## src/rtl/jtag_scan_sequencer.sv

```systemverilog
// JTAG master scan sequencer: walks the TAP through IR/DR scans and TAP resets, returns captured TDO.
// Optional feature macro JTAG_SCAN_IDLE_CYCLES_EN adds cmd_idle (extra Run-Test/Idle TCK cycles per command).
module jtag_scan_sequencer #(
    parameter int MAX_LEN  = 64,
    parameter int TCK_HALF = 2
) (
    input  logic                         clock,
    input  logic                         reset_n,
    input  logic                         cmd_valid,
    output logic                         cmd_ready,
    input  logic [1:0]                   cmd_op,
    input  logic [$clog2(MAX_LEN+1)-1:0] cmd_len,
    input  logic [MAX_LEN-1:0]           cmd_data,
`ifdef JTAG_SCAN_IDLE_CYCLES_EN
    input  logic [7:0]                   cmd_idle,
`endif
    output logic                         rsp_valid,
    input  logic                         rsp_ready,
    output logic [MAX_LEN-1:0]           rsp_data,
    output logic                         io_tck,
    output logic                         io_tms,
    output logic                         io_tdi,
    input  logic                         io_tdo,
    output logic [3:0]                   io_tapState
);

    localparam int LW = $clog2(MAX_LEN + 1);
    localparam int CW = $clog2(MAX_LEN + 262);
    localparam int HW = (TCK_HALF > 1) ? $clog2(TCK_HALF) : 1;
    localparam logic [HW-1:0] HALF_LAST = HW'(TCK_HALF - 1);

    localparam logic [1:0] ST_INIT = 2'd0;
    localparam logic [1:0] ST_IDLE = 2'd1;
    localparam logic [1:0] ST_RUN  = 2'd2;
    localparam logic [1:0] ST_RESP = 2'd3;

    localparam logic [1:0] OP_IR  = 2'd1;
    localparam logic [1:0] OP_RST = 2'd2;

    localparam logic [3:0] TAP_TLR = 4'hF, TAP_RTI = 4'hC;
    localparam logic [3:0] TAP_SDR = 4'h7, TAP_CDR = 4'h6, TAP_SHD = 4'h2, TAP_E1D = 4'h1;
    localparam logic [3:0] TAP_PDR = 4'h3, TAP_E2D = 4'h0, TAP_UDR = 4'h5;
    localparam logic [3:0] TAP_SIR = 4'h4, TAP_CIR = 4'hE, TAP_SHI = 4'hA, TAP_E1I = 4'h9;
    localparam logic [3:0] TAP_PIR = 4'hB, TAP_E2I = 4'h8, TAP_UIR = 4'hD;

    function automatic logic [3:0] tap_next(input logic [3:0] s, input logic tms_v);
        logic [3:0] n;
        case (s)
            TAP_TLR: n = tms_v ? TAP_TLR : TAP_RTI;
            TAP_RTI: n = tms_v ? TAP_SDR : TAP_RTI;
            TAP_SDR: n = tms_v ? TAP_SIR : TAP_CDR;
            TAP_CDR: n = tms_v ? TAP_E1D : TAP_SHD;
            TAP_SHD: n = tms_v ? TAP_E1D : TAP_SHD;
            TAP_E1D: n = tms_v ? TAP_UDR : TAP_PDR;
            TAP_PDR: n = tms_v ? TAP_E2D : TAP_PDR;
            TAP_E2D: n = tms_v ? TAP_UDR : TAP_SHD;
            TAP_UDR: n = tms_v ? TAP_SDR : TAP_RTI;
            TAP_SIR: n = tms_v ? TAP_TLR : TAP_CIR;
            TAP_CIR: n = tms_v ? TAP_E1I : TAP_SHI;
            TAP_SHI: n = tms_v ? TAP_E1I : TAP_SHI;
            TAP_E1I: n = tms_v ? TAP_UIR : TAP_PIR;
            TAP_PIR: n = tms_v ? TAP_E2I : TAP_PIR;
            TAP_E2I: n = tms_v ? TAP_UIR : TAP_SHI;
            TAP_UIR: n = tms_v ? TAP_SDR : TAP_RTI;
            default: n = TAP_TLR;
        endcase
        return n;
    endfunction

    logic [1:0]         state;
    logic [1:0]         op_q;
    logic [LW-1:0]      len_q;
    logic [7:0]         idle_q;
    logic               seq_on;
    logic [HW-1:0]      hcnt;
    logic [CW-1:0]      cyc;
    logic               tck, tms, tdi;
    logic [3:0]         tap;
    logic [MAX_LEN-1:0] tdi_sr;
    logic [MAX_LEN-1:0] bit_ptr;
    logic [MAX_LEN-1:0] rsp_q;

    logic [7:0]         idle_in;
    logic [LW-1:0]      len_clamp;
    logic               start_seq;
    logic [CW-1:0]      pre, shift_end, last_cyc, nxt;
    logic               cur_shift, nxt_shift, nxt_tms;
    logic               half_tick, seq_done;

`ifdef JTAG_SCAN_IDLE_CYCLES_EN
    assign idle_in = cmd_idle;
`else
    assign idle_in = 8'd0;
`endif

    assign len_clamp = (cmd_len > LW'(MAX_LEN)) ? LW'(MAX_LEN) : cmd_len;
    // Empty scans and the reserved op skip TCK entirely and respond straight from RUN.
    assign start_seq = (cmd_op == OP_RST) || (!cmd_op[1] && (cmd_len != '0));

    // Cycle map of a scan: [0, pre) walk to Shift, [pre, shift_end) shift, then Exit->Update->Idle, then idle.
    assign pre       = (op_q == OP_IR) ? CW'(4) : CW'(3);
    assign shift_end = pre + CW'(len_q);
    assign last_cyc  = ((op_q == OP_RST) ? CW'(5) : shift_end + CW'(1)) + CW'(idle_q);
    assign nxt       = cyc + CW'(1);
    assign cur_shift = (op_q != OP_RST) && (cyc >= pre) && (cyc < shift_end);
    assign nxt_shift = (op_q != OP_RST) && (nxt >= pre) && (nxt < shift_end);

    always_comb begin
        if (op_q == OP_RST)       nxt_tms = (nxt < CW'(5));
        else if (nxt < pre)       nxt_tms = (nxt < pre - CW'(2));
        else if (nxt < shift_end) nxt_tms = (nxt == shift_end - CW'(1));
        else                      nxt_tms = (nxt == shift_end);
    end

    assign half_tick = (hcnt == HALF_LAST);
    assign seq_done  = seq_on && half_tick && tck && (cyc == last_cyc);

    // NOTE: async reset in the sensitivity list plus <= everywhere keeps every flop race-free.
    always_ff @(posedge clock or negedge reset_n) begin
        if (!reset_n) begin
            state   <= ST_INIT;
            op_q    <= OP_RST;
            len_q   <= '0;
            idle_q  <= '0;
            seq_on  <= 1'b1;
            hcnt    <= '0;
            cyc     <= '0;
            tck     <= 1'b0;
            tms     <= 1'b1;
            tdi     <= 1'b0;
            tap     <= TAP_TLR;
            tdi_sr  <= '0;
            bit_ptr <= '0;
            rsp_q   <= '0;
        end else begin
            case (state)
                ST_INIT: if (seq_done) state <= ST_IDLE;
                ST_IDLE: if (cmd_valid) begin
                    state   <= ST_RUN;
                    op_q    <= cmd_op;
                    len_q   <= len_clamp;
                    idle_q  <= idle_in;
                    tdi_sr  <= cmd_data;
                    bit_ptr <= MAX_LEN'(1);
                    rsp_q   <= '0;
                    seq_on  <= start_seq;
                    hcnt    <= '0;
                    cyc     <= '0;
                    tms     <= 1'b1;
                    tdi     <= 1'b0;
                end
                ST_RUN:  if (!seq_on || seq_done) state <= ST_RESP;
                default: if (rsp_ready) state <= ST_IDLE;
            endcase

            if (seq_on) begin
                if (half_tick) begin
                    hcnt <= '0;
                    if (!tck) begin
                        tck <= 1'b1;
                        tap <= tap_next(tap, tms);
                        if (cur_shift) begin
                            if (io_tdo) rsp_q <= rsp_q | bit_ptr;
                            bit_ptr <= bit_ptr << 1;
                        end
                    end else begin
                        tck <= 1'b0;
                        if (cyc == last_cyc) begin
                            seq_on <= 1'b0;
                        end else begin
                            cyc <= nxt;
                            tms <= nxt_tms;
                            if (nxt_shift) begin
                                tdi    <= tdi_sr[0];
                                tdi_sr <= tdi_sr >> 1;
                            end else begin
                                tdi <= 1'b0;
                            end
                        end
                    end
                end else begin
                    hcnt <= hcnt + HW'(1);
                end
            end
        end
    end

    assign cmd_ready   = (state == ST_IDLE);
    assign rsp_valid   = (state == ST_RESP);
    assign rsp_data    = rsp_q;
    assign io_tck      = tck;
    assign io_tms      = tms;
    assign io_tdi      = tdi;
    assign io_tapState = tap;

endmodule

```

## config.mk

```make
export PLATFORM = sky130hd
export DESIGN_NAME = jtag_scan_sequencer
export DESIGN_NICKNAME = d
export VERILOG_FILES = /design/src/rtl/jtag_scan_sequencer.sv
export SDC_FILE = /design/constraint.sdc
export NUM_CORES = 1
export LEC_CHECK = 0
export ABC_AREA = 0
export BUFFER_PORTS_ARGS = -buffer_cell sky130_fd_sc_hd__buf_2
export CAP_MARGIN = 25
export CORE_MARGIN = 10
export CORE_UTILIZATION = 40
export DETAILED_ROUTE_END_ITERATION = 8
export GPL_ROUTABILITY_DRIVEN = 0
export PLACE_DENSITY = 0.6
export SLEW_MARGIN = 20
export SYNTH_ARGS = -nofsm -noshare
export SYNTH_HDL_FRONTEND = slang
export SYNTH_SLANG_ARGS = --single-unit
```

## constraint.sdc

```tcl
create_clock -name clock -period 6.1 [get_ports clock]
set_input_delay 0.61 -clock clock [delete_from_list [all_inputs] [get_ports clock]]
set_output_delay 0.61 -clock clock [all_outputs]
set_load 0.1 [all_outputs]
```

# --- Yosys cells after proc, flatten, opt, wreduce, memory -nomap -nowiden ---
# Index checks and enable logic that the tools add are counted.
word_totals:
  word_cells: 157
  output_inout_bits: 73
  register_bits: 221
op_classes:
  magnitude_cmp: 8
  n_reduce_logical: 26
  add_sub_neg: 6
  mux: 74
  n_bitwise: 2
  eq_ne: 28
ops:
  columns: ["cell", "count"]
  rows:
  - ["$mux W64", 20]
  - ["$or A64 B64 Y64", 1]
  - ["$mux W9", 7]
  - ["$pmux W4 S12", 1]
  - ["$eq A4 B4 Y1 const B", 8]
  - ["$mux W1", 28]
  - ["$mux W2", 10]
  - ["$eq A9 B9 Y1", 2]
  - ["$ge A9 B3 Y1", 2]
  - ["$lt A9 B8 Y1", 2]
  - ["$eq A4 B3 Y1 const B", 4]
  - ["$mux W3", 5]
  - ["$add A8 B1 Y9 const B", 1]
  - ["$add A9 B1 Y9 const B", 1]
  - ["$eq A9 B8 Y1", 1]
  - ["$lt A9 B3 Y1", 1]
  - ["$lt A9 B3 Y1 const B", 1]
  - ["$lt A9 B9 Y1", 1]
  - ["$sub A8 B1 Y9 const B", 1]
  - ["$add A3 B7 Y8", 1]
  - ["$eq A2 B2 Y1 const B", 4]
  - ["$eq A4 B2 Y1 const B", 2]
  - ["$logic_and A1 B1 Y1", 8]
  - ["$ne A2 B2 Y1 const B", 4]
  - ["other kinds (21)", 28]

# --- Logic depth before layout (Yosys ltp) ---
# Gate-level depths: netlist of run 1.
logic_depth:
  ltp_word: 12
  mapped_depth: 20
  depth_no_buf: 16

# --- Worst setup path after synthesis of run 1 ---
# Ideal clock, no wire load.
synth_path:
  path_kind: "reg2reg"
  startpoint: "register op_q[1]"
  endpoint: "register tdi_sr[15]"
  setup_time_ns: 0.125
  slack_ns: 1.442
  synth_period_minus_slack_ns: 4.658
  path_stages_with_launch: 18
  arrival_time_ns: 4.533
  path_buffers: 3
  cell_sequence: "dfstp_2 > nand2b_1 > buf_2 > inv_1 > xnor2_1 > ha_1 > nor2_1 > mux2i_1 > xnor2_1 > ha_1 > o21ai_0 > o21ai_0 > a221o_1 > a2111oi_0 > nand3_4 > buf_12 > buf_12 > mux2_4"
synth_between:
  elab_chain_len: 10
  word_cells_on_any_way: 17
  classes_between: "2 x add/sub; 2 x order compare; 4 x eq/ne; 7 x mux; 2 x reduce/logical"
synth_lines:
  columns: ["item", "line", "rtl"]
  rows:
  - ["start: declaration", "71", "logic [1:0] op_q;"]
  - ["start signal: assignment", "140", "op_q <= cmd_op;"]
  - ["$eq A2 B1 Y1", "101", "assign pre = (op_q == OP_IR) ? CW'(4) : CW'(3);"]
  - ["$mux W3", "101", null]
  - ["$add A3 B7 Y8 / $ge A9 B3 Y1 (equally long branches)", "102, 106", null]
  - ["$add A8 B1 Y9 (tied with other cells)", "103", "assign last_cyc = ((op_q == OP_RST) ? CW'(5) : shift_end + CW'(1)) + CW'(idle_q);"]
  - ["$mux W9 / $logic_and A1 B1 Y1 (equally long branches)", "103, 106", null]
  - ["$eq A9 B9 Y1 / $mux W64 (equally long branches)", "168, 173", null]
  - ["$mux W64 *", "168", "if (cyc == last_cyc) begin"]
  - ["$mux W64 *", "159", "if (!tck) begin"]
  - ["$mux W64 *", "157", "if (half_tick) begin"]
  - ["$mux W64 *", "156", "if (seq_on) begin"]
  - ["end signal: assignment", "143", "tdi_sr <= cmd_data;"]
  - ["end signal: assignment", "175", "tdi_sr <= tdi_sr >> 1;"]
  - ["end: declaration", "79", "logic [MAX_LEN-1:0] tdi_sr;"]
# Every way passes the cells marked *; elsewhere a longest branch is shown, timed or not.
# A chain may end at the register's enable or synchronous reset.

# --- Final worst setup path of run 1 ---
layout_path:
  startpoint: "register op_q[1]"
  endpoint: "register tdi_sr[29]"
# Same word-level chain as after synthesis.

==> results.rst, run 1 <==
.. list-table::
   :header-rows: 1

   * - Metric
     - Value
   * - Global routing usage summed across all routing layers
     - 15.2%
   * - Sum of negative setup slack
     - 0 ns
   * - Initial standard-cell utilization of the core
     - 40.4%
   * - Req. time, crit path
     - 6.50 ns
   * - Timing startpoint of the critical path
     - op_q[1]
   * - Status
     - finished clean
   * - Post-detailed-route count of antenna-violating nets
     - 0
   * - Port Buf Inserts
     - 150
   * - Hold buffers post-CTS
     - 0
   * - Destination of the critical timing path
     - tdi_sr[29]
   * - Core outline area
     - 0.0276 sq mm
   * - Post-synth top cells
     - sky130_fd_sc_hd__nand2_1 (366), sky130_fd_sc_hd__dfrtp_1 (214), sky130_fd_sc_hd__o21ai_0 (93), sky130_fd_sc_hd__nor2_1 (90), sky130_fd_sc_hd__a21oi_1 (82)
   * - Root buffer cell
     - sky130_fd_sc_hd__clkbuf_16
   * - Height of the die
     - 187 um
   * - Max cap viols
     - 0
   * - Crit start category
     - flop
   * - Data arrival time of the critical path
     - 5.80 ns
   * - Wire length reported by the detailed router
     - 27400 um
   * - Count of standard-cell rows
     - 61
   * - Register bit total from synthesis
     - 221
   * - Drt drc
     - 0
   * - Clock tree from TritonCTS
     - done
   * - Number of antenna diodes
     - 0
   * - Pin count of the biggest net entering global routing
     - 124
   * - Slew margin rel.
     - 37.7%
   * - Maximum buffer depth of the clock tree
     - 3
   * - Resized cells post-CTS
     - 0
   * - Routed wire length per instance
     - 15.9 um
   * - Post-detail-place hpwl
     - 17900 um
   * - Largest driver fanout on the critical path
     - 34
   * - Endpoint of the worst-slack reg-to-reg timing path
     - tdi_sr[29]
   * - Post-Layout Cell Count
     - 1720
   * - Synth top area cells
     - sky130_fd_sc_hd__dfrtp_1 (48%), sky130_fd_sc_hd__nand2_1 (12%), sky130_fd_sc_hd__mux2_4 (6.5%), sky130_fd_sc_hd__o21ai_0 (4.2%), sky130_fd_sc_hd__a21oi_1 (3.7%)
   * - Number of nets in the layout
     - 1432
   * - Most instantiated flip-flop cell in the synthesis netlist
     - sky130_fd_sc_hd__dfrtp_1
   * - Period utilization
     - 88.5%
   * - RSZ-0062 raised after global routing
     - false
   * - Area of the die
     - 0.0350 sq mm
   * - Worst setup path class
     - flop to flop
   * - Number of post-CTS setup repair buffers
     - 0
   * - Post-route minimum period
     - 5.40 ns
   * - Number of antenna violations at the first check in global routing
     - 0
   * - Number of global-route vias before repair
     - 8685
   * - Dominant cell by count in the synthesized netlist
     - sky130_fd_sc_hd__nand2_1
   * - Fraction of registers with async set/reset
     - 100%
   * - Number of CTS-inserted buffers
     - 25
   * - DR iter-0 viols
     - 555
   * - Yosys warns
     - 0
   * - Synth Cell Area
     - 0.0112 sq mm
   * - Depth of the worst register-to-register path
     - 16
   * - Count of different cell masters after synthesis
     - 63
   * - Highest Clock Rate
     - 185 MHz
   * - Fraction of post-synthesis cell area in the top cell type by area
     - 48.0%
   * - Total number of vias
     - 8632
   * - Gate count after technology mapping
     - 1209
   * - Maximum level of the CTS H-tree
     - 1
   * - Synth Net Count
     - 1317
   * - Count of flip-flops with a built-in enable after synthesis
     - 0
   * - Total count of max-transition violations in the final report
     - 0
   * - Fin. Hold Viols
     - 0
   * - Tightest Pin Transition
     - 0.932 ns
   * - Largest clock skew in the final design
     - 0.0171 ns
   * - Path type of the worst min-delay path
     - primary input to async pin
   * - Clock latency of the later-clocked register in the worst-skew pair
     - 0.53 ns
   * - Clock sink count
     - 221
   * - Largest area contributor in the netlist
     - sky130_fd_sc_hd__dfrtp_1
   * - Fraction of layout instances using a drive strength above 1
     - 21.4%
   * - Chip Width
     - 187 um
   * - Placed Cells
     - 1674
   * - # IOs
     - 151
   * - Reg-to-reg slack, setup
     - 0.70 ns
   * - FF-to-FF Start
     - op_q[1]
   * - Growth of design area from synthesis to finish
     - 16.1%
   * - Seq/Total Area, Yosys
     - 49.7%
   * - Worst setup EP type
     - flop
   * - Leakage power
     - 0.00654 uW
   * - Number of endpoints failing setup at the final stage
     - 0
   * - CTS clock-pin slew for the worst setup and hold paths
     - 0.06 ns
   * - Detailed-routing iteration count for the pre-antenna-repair pass
     - 5
   * - Global-route wire length before repair
     - 45700 um
   * - Total power density per cell area
     - 457 mW/mm^2
   * - Via-to-Cell Ratio
     - 5.02
   * - Worst IR drop on VDD
     - 0.192 mV
   * - Gr ovfl total
     - 0
   * - Mean post-synth cell area
     - 9.23 sq um
-- cells in the final DEF, fill, tap and decap left out, types with 18 or more instances in the layout --
cell type / instances
sky130_fd_sc_hd__dfrtp_1: 214
sky130_fd_sc_hd__nand3_1: 22
sky130_fd_sc_hd__a21oi_1: 82
sky130_fd_sc_hd__clkbuf_16: 25
sky130_fd_sc_hd__nor2_1: 88
sky130_fd_sc_hd__mux2_4: 48
sky130_fd_sc_hd__o21ai_0: 93
sky130_fd_sc_hd__nand2_1: 365
sky130_fd_sc_hd__ha_1: 30
sky130_fd_sc_hd__buf_2: 149
sky130_fd_sc_hd__xnor2_1: 18
-- how the worst min path moves through the flow --
stage	startpoint	endpoint	slack (ns)	cells after the start
2_1_floorplan	reset_n	bit_ptr[0]	0.31	0
3_3_place_gp	op_q[1]	op_q[1]	0.46	2
3_5_place_dp	len_q[0]	len_q[0]	0.48	2
4_1_cts	reset_n	rsp_data[30]	0.14	1
5_1_grt	reset_n	rsp_data[30]	0.14	1
6_report	reset_n	rsp_data[30]	0.09	1
-- stage by stage --
step,instance area [sq um],total power (uW),worst slack [ns],hold WS (ns),util (%)
global route,12900,6340,0.283,0.144,46.9
floorplan,11200,4020,1.44,0.314,-
detailed placement,12200,4520,0.633,0.478,44.0
global placement,12200,4450,0.736,0.463,44.0
CTS,12900,5970,0.624,0.142,46.8
finish,12900,5910,0.701,0.0919,46.9
-- layer usage --
| metal | vias to the layer above | part of all wire [%] | GRT usage (%) |
|---|---|---|---|
| li1 | 4285 | - | - |
| met3 | 38 | 5.0 | 3.19 |
| met1 | 4115 | 48 | 21.1 |
| met5 | - | 0 | 0 |
| met2 | 194 | 45 | 23.7 |
| met4 | 0 | 1.7 | 3.57 |
-- sequential cells by signal, summed over array words and instances (netlist names), 2 cells and up --
| name | flops |
|---|---|
| bit_ptr | 64 |
| rsp_data | 64 |
| tdi_sr | 64 |
| cyc | 9 |
| len_q | 7 |
| io_tapState | 4 |
| op_q | 2 |
| state | 2 |
-- where the power goes --
group          leakage, uW  total, uW  internal [uW]  switching (uW)
clock             0.000378       1410            800             614
sequential         0.00295       2020           1770             245
combinational      0.00322       2480            997            1480
-- area by class of cell --
| class | count | area (sq um) |
|---|---|---|
| clock buffer | 36 | 697 |
| fill | 2700 | 14700 |
| timing repair buffer | 163 | 921 |
| multi-input combinational | 896 | 5190 |
| sequential | 221 | 5540 |
| inverter | 17 | 63.8 |
| clock inverter | 9 | 66.3 |
| tap | 378 | 473 |
-- cell families after synthesis --
group                    after synthesis  synth area share (%)
buffers and inverters                 92                  4.13
XOR/XNOR                              29                  2.28
AND/OR/NAND/NOR                      541                  20.1
AO/OA/AOI/OAI                        226                  11.8
flip-flops                           221                  49.7
multiplexers                          70                  8.71
adder cells (fa/ha/maj)               30                  3.36
-- worst max-delay path, stage by stage (launching register included) --
cell and delay [ns]:
sky130_fd_sc_hd__dfstp_2 0.54, sky130_fd_sc_hd__nand2b_1 0.32, sky130_fd_sc_hd__inv_1 0.19, sky130_fd_sc_hd__xnor2_1 0.16, sky130_fd_sc_hd__ha_1 0.24, sky130_fd_sc_hd__o21ai_0 0.22, sky130_fd_sc_hd__a21oi_1 0.17, sky130_fd_sc_hd__xnor2_1 0.63
sky130_fd_sc_hd__ha_1 0.38, sky130_fd_sc_hd__o21ai_0 0.18, sky130_fd_sc_hd__a21oi_1 0.10, sky130_fd_sc_hd__a221o_1 0.34, sky130_fd_sc_hd__a2111oi_0 0.75, sky130_fd_sc_hd__nand3_4 0.10, sky130_fd_sc_hd__buf_4 0.33, sky130_fd_sc_hd__buf_12 0.27
sky130_fd_sc_hd__mux2_4 0.32
Power figures use the tool's default switching activity.
==> inputs of run 2 (changes only) <==
BUFFER_PORTS_ARGS = -buffer_cell sky130_fd_sc_hd__buf_4   (was -buffer_cell sky130_fd_sc_hd__buf_2)
==> results.rst, run 2 (synthesis results as in run 1) <==
.. list-table::
   :header-rows: 1

   * - Metric
     - Value
   * - Crit start category
     - flop
   * - FF-to-FF Start
     - op_q[1]
   * - Reg-to-reg slack, setup
     - 0.75 ns (+0.05 ns)
   * - Post-route minimum period
     - 5.35 ns (-0.0533 ns)
   * - Largest clock skew in the final design
     - 0.00683 ns (-0.0103 ns)
   * - Root buffer cell
     - sky130_fd_sc_hd__clkbuf_16
   * - Leakage power
     - 0.00667 uW (+2.0%)
   * - Total count of max-transition violations in the final report
     - 0 (unchanged)
   * - Post-detailed-route count of antenna-violating nets
     - 0 (unchanged)
   * - Gr ovfl total
     - 0 (unchanged)
   * - Number of nets in the layout
     - 1433 (+0.070%)
   * - Worst IR drop on VDD
     - 0.187 mV (-2.7%)
   * - Routed wire length per instance
     - 16.0 um (+0.32%)
   * - Total power density per cell area
     - 456 mW/mm^2 (-0.14%)
   * - Maximum buffer depth of the clock tree
     - 3 (unchanged)
   * - CTS clock-pin slew for the worst setup and hold paths
     - 0.06 ns (about the same)
   * - Growth of design area from synthesis to finish
     - 20.5%
   * - Drt drc
     - 0 (unchanged)
   * - Fin. Hold Viols
     - 0 (unchanged)
   * - Global-route layer with the greatest usage
     - met2
   * - # IOs
     - 151 (unchanged)
   * - Area of the die
     - 0.0350 sq mm (unchanged)
   * - Fraction of layout instances using a drive strength above 1
     - 21.7% (+0.30 points)
   * - Share of the core filled with cells
     - 48.7% (+1.8 points)
   * - Count of standard-cell rows
     - 61 (unchanged)
   * - Worst setup EP type
     - flop
   * - Number of global-route vias before repair
     - 8619 (-0.76%)
   * - Number of endpoints failing setup at the final stage
     - 0 (unchanged)
   * - Height of the die
     - 187 um (unchanged)
   * - Met1 track utilization from global routing
     - 21.4% (+0.31 points)
   * - Hold buffers post-CTS
     - 0 (unchanged)
   * - Via-to-Cell Ratio
     - 5.02 (about the same)
   * - Sum of negative setup slack
     - 0 ns (unchanged)
   * - Detailed-routing iteration count for the pre-antenna-repair pass
     - 5 (unchanged)
   * - Pin count of the biggest net entering global routing
     - 132 (+6.5%)
   * - Period utilization
     - 87.6% (-0.87 points)
   * - Slew margin rel.
     - 36.2% (-1.5 points)
   * - Max cap viols
     - 0 (unchanged)
   * - Post-detail-place hpwl
     - 18100 um (+0.65%)
   * - Maximum level of the CTS H-tree
     - 1 (unchanged)
   * - Highest Clock Rate
     - 187 MHz (+1.0%)
   * - Clock latency of the later-clocked register in the worst-skew pair
     - 0.53 ns (about the same)
   * - Global routing usage summed across all routing layers
     - 15.3% (+0.10 points)
   * - Timing startpoint of the critical path
     - op_q[1]
   * - Number of antenna violations at the first check in global routing
     - 0 (unchanged)
   * - Status
     - finished clean
   * - Number of antenna diodes
     - 0 (unchanged)
   * - Placed Cells
     - 1675 (+0.060%)
   * - Global-route wire length before repair
     - 45900 um (+0.59%)
   * - Chip Width
     - 187 um (unchanged)
   * - Number of CTS-inserted buffers
     - 25 (unchanged)
   * - Post-Layout Cell Count
     - 1720 (unchanged)
   * - Port Buf Inserts
     - 150 (unchanged)
   * - Top library cells by usage in the layout, fill and taps aside
     - sky130_fd_sc_hd__nand2_1 (365), sky130_fd_sc_hd__dfrtp_1 (214), sky130_fd_sc_hd__buf_4 (159), sky130_fd_sc_hd__o21ai_0 (93), sky130_fd_sc_hd__nor2_1 (88)
   * - Total number of vias
     - 8634 (+0.023%)
   * - Wire length reported by the detailed router
     - 27500 um (+0.32%)
   * - Core outline area
     - 0.0276 sq mm (unchanged)
   * - RSZ-0062 raised after global routing
     - false
   * - Initial standard-cell utilization of the core
     - 40.4% (unchanged)
   * - Commonest non-fill, non-tap cell in the layout
     - sky130_fd_sc_hd__nand2_1
   * - Resized cells post-CTS
     - 0 (unchanged)
   * - Number of post-CTS setup repair buffers
     - 0 (unchanged)
   * - Worst setup path class
     - flop to flop
   * - Largest driver fanout on the critical path
     - 40 (+18%)
   * - Path type of the worst min-delay path
     - primary input to async pin
   * - Req. time, crit path
     - 6.51 ns (about the same)
   * - Met3 Track Usage GR
     - 3.37% (+0.19 points)
   * - Data arrival time of the critical path
     - 5.75 ns (-0.05 ns)
   * - DR iter-0 viols
     - 604 (+8.8%)
   * - Total design power
     - 6130 uW (+3.7%)
   * - Tightest Pin Transition
     - 0.955 ns (+0.0227 ns)
   * - Number of filler cells placed in the layout
     - 2655 (-1.7%)
   * - Met2 Usage GRT
     - 23.8% (+0.056 points)
   * - Clock tree from TritonCTS
     - done
   * - Clock sink count
     - 221 (unchanged)
-- run 2: cell types whose count changed in the layout (fill, tap and decap cells not counted), sizes merged --
cell	change
clkinv	-5
inv	-1
bufinv	+3
buf	+1
clkbuf	+2
-- run 2: per-layer routing --
metal / vias to the layer above / wire [um]
li1: 4300 / -
met1: 4122 / 13500
met2: 180 / 12100
met3: 32 / 1410
met4: 0 / 474
met5: - / 0
-- run 2: path summary, 6_finish.rpt --
check	end	depth (start not counted)
max in group asynchronous	len_q[6]	2
min reg2reg	op_q[1]	2
max	tdi_sr[54]	16
max reg2reg	tdi_sr[54]	16
min in group clock	op_q[0]	3
min	rsp_data[30]	1
-- run 2: final cells by class --
type,instances,area (sq um),area share [%]
clock buffer,38,764,5.68
inverter,17,63.8,0.475
sequential,221,5540,41.2
tap,378,473,3.52
clock inverter,6,124,0.921
timing repair buffer,164,1300,9.64
multi-input combinational,896,5190,38.6
-- run 2: per-stage QoR --
stage                     hold WS [ns]  worst slack (ns)  instance area [sq um]
final                           0.0707             0.754                  13400
after global routing             0.122             0.362                  13400
after CTS                        0.101             0.657                  13400
after detailed placement         0.484             0.677                  12500
after global placement           0.462             0.738                  12500
after floorplan                  0.314              1.44                  11200
-- run 2: critical path, stage by stage, from the launching register on --
cell                        delay, ns
sky130_fd_sc_hd__dfstp_2         0.54
sky130_fd_sc_hd__nand2b_1        0.31
sky130_fd_sc_hd__inv_1           0.19
sky130_fd_sc_hd__xnor2_1         0.16
sky130_fd_sc_hd__ha_1            0.24
sky130_fd_sc_hd__o21ai_0         0.22
sky130_fd_sc_hd__a21oi_1         0.17
sky130_fd_sc_hd__xnor2_1         0.63
sky130_fd_sc_hd__ha_1            0.37
sky130_fd_sc_hd__o21ai_0         0.17
sky130_fd_sc_hd__a21oi_1         0.10
sky130_fd_sc_hd__a221o_1         0.34
sky130_fd_sc_hd__a2111oi_0       0.77
sky130_fd_sc_hd__nand3_4         0.09
sky130_fd_sc_hd__buf_4           0.28
sky130_fd_sc_hd__buf_16          0.27
sky130_fd_sc_hd__mux2_4          0.34
-- run 2: power by group --
| group | total, uW | internal, uW | switching [uW] |
|---|---|---|---|
| registers | 2020 | 1770 | 246 |
| clock network | 1600 | 991 | 609 |
| logic | 2510 | 1030 | 1480 |
| total | 6130 | 3800 | 2340 |
==> inputs of run 3 (changes only) <==
CORE_ASPECT_RATIO = 1.4   (was not set)
GPL_TIMING_DRIVEN = 0   (was not set)
==> results.rst, run 3 (synthesis results as in run 1) <==
.. list-table::
   :header-rows: 1

   * - Metric
     - Value
   * - Timing startpoint of the critical path
     - op_q[1]
   * - Crit start category
     - flop
   * - Total number of vias
     - 8903 (+3.1%)
   * - Fin. Hold Viols
     - 0 (unchanged)
   * - Post-route minimum period
     - 5.39 ns (+0.0465 ns)
   * - Endpoint of the worst-slack reg-to-reg timing path
     - tdi_sr[51]
   * - Growth of design area from synthesis to finish
     - 22.3%
   * - Highest Clock Rate
     - 185 MHz (-0.86%)
   * - Portion of total power attributed to the clock network
     - 24.5% (-1.6 points)
   * - Proportion of power drawn by flip-flops and latches
     - 32.3% (-0.6 points)
   * - Number of nets in the layout
     - 1497 (+4.5%)
   * - Number of antenna violations at the first check in global routing
     - 1 (+1)
   * - Core outline area
     - 0.0276 sq mm (-0.23%)
   * - DR iter-0 viols
     - 478 (-21%)
   * - Maximum level of the CTS H-tree
     - 1 (unchanged)
   * - Number of filler cells placed in the layout
     - 2680 (+0.94%)
   * - Endpoint, Worst Hold
     - op_q[0]
   * - Routed wire length per instance
     - 16.2 um (+1.4%)
   * - Post-detailed-route count of antenna-violating nets
     - 0 (unchanged)
   * - Total count of max-transition violations in the final report
     - 0 (unchanged)
   * - Global routing usage summed across all routing layers
     - 16.2% (+0.87 points)
   * - Top cell family by delay on the critical path
     - compound AO/OA/AOI/OAI gates
   * - Maximum buffer depth of the clock tree
     - 3 (unchanged)
   * - Largest clock skew in the final design
     - 0.0199 ns (+0.0131 ns)
   * - Status
     - finished clean
   * - Via-to-Cell Ratio
     - 5.02 (about the same)
   * - Net load switching power
     - 2360 uW (+1.1%)
   * - Post-detail-place hpwl
     - 20800 um (+15%)
   * - Data arrival time of the critical path
     - 5.81 ns (+0.06 ns)
   * - Clock latency of the later-clocked register in the worst-skew pair
     - 0.54 ns (about the same)
   * - Internal power
     - 3760 uW (-1.1%)
   * - # IOs
     - 151 (unchanged)
   * - Hold path startpoint
     - cmd_op[0]
   * - Commonest non-fill, non-tap cell in the layout
     - sky130_fd_sc_hd__nand2_1
   * - Max cap viols
     - 0 (unchanged)
   * - Wire length reported by the detailed router
     - 28700 um (+4.6%)
   * - Critical Path Max Stage Delay
     - 0.79 ns (+0.02 ns)
   * - Gate power share
     - 43.3% (+2.3 points)
   * - Initial standard-cell utilization of the core
     - 40.5% (+0.092 points)
   * - Total power density per cell area
     - 449 mW/mm^2 (-1.6%)
   * - Reg-to-reg slack, setup
     - 0.71 ns (-0.05 ns)
   * - Period utilization
     - 88.4% (+0.76 points)
   * - Worst setup path class
     - flop to flop
   * - Cell area after placement
     - 0.0128 sq mm (+2.2%)
   * - Path type of the worst min-delay path
     - primary input to flop
   * - Pin count of the biggest net entering global routing
     - 91 (-31%)
   * - Req. time, crit path
     - 6.52 ns (about the same)
   * - Port Buf Inserts
     - 150 (unchanged)
   * - Depth of the worst register-to-register path
     - 17 (+1)
   * - Area of all placed cells without fillers
     - 0.0136 sq mm (+1.4%)
   * - Total area of multi-input combinational cells
     - 0.00516 sq mm (-0.46%)
   * - Final hold slack
     - 0.287 ns (+0.217 ns)
   * - Hold Path Cell Cnt
     - 3
   * - Worst setup EP type
     - flop
   * - Clock tree from TritonCTS
     - done
   * - Clock sink count
     - 221 (unchanged)
   * - Leakage power
     - 0.00674 uW (+0.99%)
   * - Share of the core filled with cells
     - 49.5% (+0.80 points)
   * - Count of buffer and inverter cells on the critical path
     - 4 (+1)
   * - Height of the die
     - 218 um (+16%)
   * - Cells traversed along the worst timing path
     - nand2b_1, buf_2, inv_1, xnor2_1, ha_1, o21ai_0, a21oi_1, xnor2_1, ha_1, o21ai_0, a21oi_1, a221o_1, a2111oi_0, nand3_4, buf_12, buf_12, mux2_4
   * - Tightest Pin Transition
     - 0.958 ns (+0.00286 ns)
   * - Worst IR drop on VDD
     - 0.218 mV (+17%)
   * - CTS clock-pin slew for the worst setup and hold paths
     - 0.06 ns (about the same)
   * - Root buffer cell
     - sky130_fd_sc_hd__clkbuf_16
   * - Slew margin rel.
     - 35.9% (-0.30 points)
   * - Gr ovfl total
     - 0 (unchanged)
   * - Largest driver fanout on the critical path
     - 13 (-68%)
   * - Number of antenna diodes
     - 0 (unchanged)
   * - Net switching share of the total power
     - 38.6% (+0.52 points)
   * - Chip Width
     - 161 um (-14%)
   * - Count of standard-cell rows
     - 72 (+18%)
   * - Area of the die
     - 0.0351 sq mm (+0.27%)
   * - FF-to-FF Start
     - op_q[1]
   * - Sum of negative setup slack
     - 0 ns (unchanged)
   * - Global-route wire length before repair
     - 47600 um (+3.6%)
   * - Detailed-routing iteration count for the pre-antenna-repair pass
     - 7 (+2)
   * - Storage cell area
     - 0.00554 sq mm (unchanged)
   * - Number of endpoints failing setup at the final stage
     - 0 (unchanged)
   * - Number of global-route vias before repair
     - 9209 (+6.8%)
   * - Top library cells by usage in the layout, fill and taps aside
     - sky130_fd_sc_hd__nand2_1 (366), sky130_fd_sc_hd__dfrtp_1 (214), sky130_fd_sc_hd__buf_4 (151), sky130_fd_sc_hd__o21ai_0 (93), sky130_fd_sc_hd__nor2_1 (90)
   * - RSZ-0062 raised after global routing
     - false
   * - Drt drc
     - 0 (unchanged)
   * - Fraction of layout instances using a drive strength above 1
     - 20.2% (-1.5 points)
   * - Slowest cell on the critical path
     - sky130_fd_sc_hd__a2111oi_0
   * - Number of CTS-inserted buffers
     - 24 (-4.0%)
## run 3: cell types whose count changed in the layout (fill, tap and decap cells not counted), moves of 2 or more
cell | before | now
sky130_fd_sc_hd__clkinv_2 | 1 | 4
sky130_fd_sc_hd__nor2_1 | 88 | 90
sky130_fd_sc_hd__nor2_4 | 2 | 0
sky130_fd_sc_hd__buf_2 | 0 | 2
sky130_fd_sc_hd__buf_4 | 159 | 151
sky130_fd_sc_hd__buf_1 | 0 | 5
sky130_fd_sc_hd__clkbuf_1 | 4 | 64
sky130_fd_sc_hd__clkbuf_8 | 9 | 4
sky130_fd_sc_hd__buf_12 | 3 | 6
## run 3: how the worst max path moves through the flow
stage | end | slack [ns] | cells after the start
6_report | tdi_sr[51] | 0.71 | 17
5_1_grt | bit_ptr[32] | 0.28 | 20
4_1_cts | bit_ptr[30] | 0.46 | 20
3_5_place_dp | bit_ptr[30] | 0.49 | 20
3_3_place_gp | bit_ptr[42] | 0.53 | 20
2_1_floorplan | tdi_sr[15] | 1.44 | 17
## run 3: worst register-to-register path, cell delays in order, from the launching register on
cell,delay (ns)
sky130_fd_sc_hd__dfstp_2,0.54
sky130_fd_sc_hd__nand2b_1,0.20
sky130_fd_sc_hd__buf_2,0.31
sky130_fd_sc_hd__inv_1,0.21
sky130_fd_sc_hd__xnor2_1,0.17
sky130_fd_sc_hd__ha_1,0.24
sky130_fd_sc_hd__o21ai_0,0.22
sky130_fd_sc_hd__a21oi_1,0.17
sky130_fd_sc_hd__xnor2_1,0.64
sky130_fd_sc_hd__ha_1,0.38
sky130_fd_sc_hd__o21ai_0,0.18
sky130_fd_sc_hd__a21oi_1,0.09
sky130_fd_sc_hd__a221o_1,0.34
sky130_fd_sc_hd__a2111oi_0,0.79
sky130_fd_sc_hd__nand3_4,0.15
sky130_fd_sc_hd__buf_12,0.20
sky130_fd_sc_hd__buf_12,0.16
sky130_fd_sc_hd__mux2_4,0.30
## run 3: power by group through the flow
stage          registers, uW  clock network [uW]  logic, uW
5_1_grt                 2020                1600       2940
3_3_place_gp            1990                   0       2590
3_5_place_dp            2000                   0       2640
6_report                1980                1500       2650
2_1_floorplan           2160                   0       1860
4_1_cts                 1970                1550       2660
## run 3: what timing repair did
| action | CTS | global route |
|---|---|---|
| setup endpoints to repair | 0 | 5 |
| endpoints found under the hold margin | 11 | 0 |
| hold buffers | 1 | 0 |
| resized for setup | 0 | 1 |
| buffers inserted | 0 | 0 |
## run 3: through the flow
step / power (uW) / std cells / setup WS (ns)
global route: 6560 / 1775 / 0.276
finish: 6120 / 1775 / 0.708
floorplan: 4020 / 1209 / 1.44
CTS: 6180 / 1774 / 0.465
detailed placement: 4640 / 1731 / 0.487
global placement: 4580 / 1729 / 0.530
## run 3: metal layers
| layer | vias to the layer above | routed length, um | track usage, % |
|---|---|---|---|
| li1 | 4414 | - | - |
| met1 | 4242 | 11900 | 19.0 |
| met2 | 197 | 13900 | 27.6 |
| met3 | 48 | 2250 | 5.21 |
| met4 | 2 | 650 | 4.71 |
| met5 | - | 20 | 0 |
## run 3: cell type report
cell class	count	share of cell area, %
flip-flops and latches	221	40.6
multi-input cells	896	37.9
repair buffers	154	8.82
clock buffers	33	4.94
well taps	370	3.39
plain buffers	75	2.91
clock inverters	9	0.991
inverters	17	0.468
